### src/rtl/alu_core.sv
// alu_core: single-cycle registered ALU with zero and signed-overflow flags
module alu_core #(
    parameter int WIDTH = 32
) (
    input  logic             clk,
    input  logic             reset,
    input  logic [WIDTH-1:0] data1,
    input  logic [WIDTH-1:0] data2,
    input  logic [3:0]       ctrl,
    output logic             zero,
    output logic [WIDTH-1:0] result,
    output logic             overflow
);
    localparam logic [3:0] OP_AND = 4'b0000;
    localparam logic [3:0] OP_OR  = 4'b0001;
    localparam logic [3:0] OP_ADD = 4'b0010;
    localparam logic [3:0] OP_SUB = 4'b0110;
    localparam logic [3:0] OP_SLT = 4'b0111;
    localparam logic [3:0] OP_XOR = 4'b1100;
    localparam int MSB = WIDTH - 1;
    logic [WIDTH-1:0] sum;
    logic [WIDTH-1:0] diff;
    logic             lt;
    logic             ovf_add;
    logic             ovf_sub;
    logic [WIDTH-1:0] next_result;
    logic             next_overflow;
    // Combinational datapath; SLT uses a true signed compare so it is immune to subtraction overflow
    always_comb begin
        sum = data1 + data2;
        diff = data1 - data2;
        lt = $signed(data1) < $signed(data2);
        ovf_add = (data1[MSB] == data2[MSB]) && (sum[MSB] != data1[MSB]);
        ovf_sub = (data1[MSB] != data2[MSB]) && (diff[MSB] != data1[MSB]);
        next_result = (ctrl == OP_AND) ? (data1 & data2) :
                      (ctrl == OP_OR)  ? (data1 | data2) :
                      (ctrl == OP_ADD) ? sum :
                      (ctrl == OP_SUB) ? diff :
                      (ctrl == OP_SLT) ? {{(WIDTH-1){1'b0}}, lt} :
                      (ctrl == OP_XOR) ? (data1 ^ data2) : '0;
        next_overflow = (ctrl == OP_ADD) ? ovf_add :
                        (ctrl == OP_SUB) ? ovf_sub : 1'b0;
    end
    // Register result and flags together so zero never lags result
    always_ff @(posedge clk) begin
        if (reset) begin
            result <= '0;
            zero <= 1'b1;
            overflow <= 1'b0;
        end else begin
            result <= next_result;
            zero <= (next_result == '0);
            overflow <= next_overflow;
        end
    end
endmodule

### config.mk
export PLATFORM = sky130hd
export DESIGN_NAME = alu_core
export DESIGN_NICKNAME = d
export VERILOG_FILES = /design/src/rtl/alu_core.sv
export SDC_FILE = /design/constraint.sdc
export NUM_CORES = 1
export LEC_CHECK = 0
export ABC_AREA = 1
export BUFFER_PORTS_ARGS = -buffer_cell sky130_fd_sc_hd__buf_2
export CORE_AREA = 2 2 157 159
export CTS_BUF_LIST = sky130_fd_sc_hd__clkbuf_8 sky130_fd_sc_hd__clkbuf_16
export DETAILED_ROUTE_END_ITERATION = 12
export DIE_AREA = 0 0 159 161
export RECOVER_POWER = 25
export SYNTH_ARGS = -nofsm -noshare
export SYNTH_HDL_FRONTEND = slang
export SYNTH_SLANG_ARGS = --single-unit
### constraint.sdc
create_clock -name clk -period 2.8 [get_ports clk]
set_input_delay 0.42 -clock clk [delete_from_list [all_inputs] [get_ports clk]]
set_output_delay 0.42 -clock clk [all_outputs]
set_load 0.01 [all_outputs]
==> flow_summary.json <==
{
  "synth.most_common_cell": "nand2_1",
  "yosysTopAreaCellShare_pct": 20.4,
  "synthTopCellsByCount": "nand2_1, inv_1, nor2_1, nand3_1, ha_1",
  "cts_buffers": 5,
  "num_vias": 9857,
  "antenna_found_initial": 0,
  "final_layout_size_suffix_gt1_share_pct": 29.0,
  "power.density_mw_per_mm2": 292,
  "fp.dieW_um": 159,
  "critPathArrivalTime_ps": 2890,
  "worst_pin_slew_ps": 704,
  "fmax_mhz": 374,
  "ff_latch_area_sq_um": 681,
  "drcViolationCount": 0,
  "yosysUniqueCellTypes": 45,
  "run_status": "finished, final reports clean",
  "hold_path_class": "in -> reg",
  "cts_tree": "yes",
  "drtAntennaViolNets": 0,
  "clkTransAtPathRegs_ps": 60,
  "fill_cells": 2691,
  "syn_nets": 1649,
  "die_h_um": 161,
  "hold_buffers": 0,
  "cts.sinks": 34,
  "grt_pass1_vias": 9380,
  "finalHoldViolCount": 0,
  "final.period_utilization_pct": 95.4,
  "yosysSeqAreaShare_pct": 8.28,
  "start_kind": "input pin",
  "routedWlPerCell_um": 15.4,
  "crit_required_ps": 3020,
  "synthFlopType": "dfxtp_1",
  "routabilityCongestion": 1.02,
  "slew-limit-headroom_pct": 53.0,
  "root_buffer": "clkbuf_16",
  "slew_violations": 0,
  "start_util_pct": 34.3,
  "ys_ff_latch": 34,
  "synth-edff-count": 0,
  "worst_slack_ps": 129,
  "gr-total-overflow": 0,
  "setup_viol": 0,
  "leakage_nw": 6.33,
  "grt_max_degree": 32,
  "rows": 57,
  "grt_pass1_wl_um": 49700,
  "synthCells": 1481,
  "dp_hpwl_um": 27300,
  "nNetsFinal": 1926,
  "async_flop_share_pct": 0,
  "dieArea_sq_mm": 0.0256,
  "io-pin-count": 104,
  "crit_path_end_kind": "flip-flop",
  "syn-cell-area_sq_mm": 0.00823,
  "port_buffers": 103,
  "diodes": 0,
  "routed_via_density": 4.73,
  "fin_hold_ws_ps": 523,
  "wirelength_um": 32000,
  "first_pass_iters": 6,
  "grt_usage_pct": 24.5,
  "drt_iter0_drc": 924,
  "clock_path_buffers": 2,
  "yosys_warnings": 0,
  "design.core.area_sq_mm": 0.0240,
  "area_delta_synth_final_pct": 30.9,
  "syn_avg_cell_area_sq_um": 5.55,
  "crit_type": "in -> reg",
  "synth_top_area_cell": "nand2_1",
  "dp_slack_ps": -261,
  "multi_input_area_sq_mm": 0.00610,
  "crit_path_max_fanout": 5,
  "htreeDepth": 2,
  "maxCapViolations": 0,
  "fin_util_pct": 44.9,
  "synth_area_leaders": "nand2_1, ha_1, inv_1, dfxtp_1, nand3_1",
  "peakVddDrop_v": 0.000310,
  "period_needed_ps": 2670
}
routing by layer:
metal	global-route usage, %	routed length [um]	up-vias
met5	0	0	-
met4	5.66	685	0
met3	2.41	2330	45
met2	40.0	13900	378
met1	34.7	15100	4399
li1	-	-	5035
cell type report:
class / count / share of cell area [%]
Tap cell: 324 / 3.77
Sequential cell: 34 / 6.32
Multi-Input combinational cell: 1081 / 56.7
Timing Repair Buffer: 315 / 20.2
Clock buffer: 5 / 1.16
Clock inverter: 3 / 0.639
Inverter: 321 / 11.2
flip-flops by register name, indices dropped and copies added, names as in the netlist:
name	flops
result	32
overflow	1
zero	1
placed cells by master, fill, tap and decap left out, drive strengths merged, types with 2 or more instances in the layout:
cell type  instances
nand2            489
inv              316
buf              299
nor2             174
nand3            132
ha                96
a21oi             61
dfxtp             34
o21ai             32
nand4             29
or2               23
clkbuf            21
nor3              16
clkinv             6
o21bai             6
xor2               5
o2111ai            4
and2               3
a22oi              2
and3               2
bufinv             2
fa                 2
per-stage QoR:
stage          instances  area (sq um)  power (mW)  TNS (ps)
2_1_floorplan       1481          8230        1.62         0
4_1_cts             2080         10600        3.10         0
6_report            2083         10800        3.14         0
5_1_grt             2083         10800        3.35     -7.41
3_3_place_gp        2072         10400        2.36      -273
3_5_place_dp        2072         10400        2.37      -268
worst paths after layout:
kind / startpoint / end / slack, ps / depth (start not counted)
worst max-delay path: data2[13] / zero / 130 / 22
worst min-delay path: data1[31] / overflow / 520 / 4
logic make-up after synthesis:
logic type | Yosys count | synth area share [%]
simple gates | 869 | 49.2
flops | 34 | 8.27
compound gates | 108 | 7.70
fa+ha+maj | 98 | 15.1
buf+inv | 366 | 19.1
xor+xnor | 6 | 0.639
report_power, final:
group / switching [mW] / internal (mW)
Clock: 0.205 / 0.511
Combinational: 1.14 / 0.768
Sequential: 0.00633 / 0.511
Total: 1.35 / 1.79
critical path: stages:
cell	delay, ps
buf_2	90
inv_1	50
ha_2	430
buf_4	190
nand2_2	70
inv_2	70
nand2_2	80
nor3_2	100
nand2_1	130
nand2_2	140
nand2_1	90
nand2_1	70
nand2_1	50
nand3_1	60
nand4_1	120
nor2_2	170
nand2_1	100
nor2_1	120
nand2_1	80
nor2_2	130
nand2_1	60
nand2_1	60
timing repair:
action,4_1_cts,5_1_grt
setup buffers,0,3
gates resized for setup,0,33
setup endpoints to repair,0,1
hold endpoints to repair,0,0
Note: power is estimated with default switching activity, not from simulation.
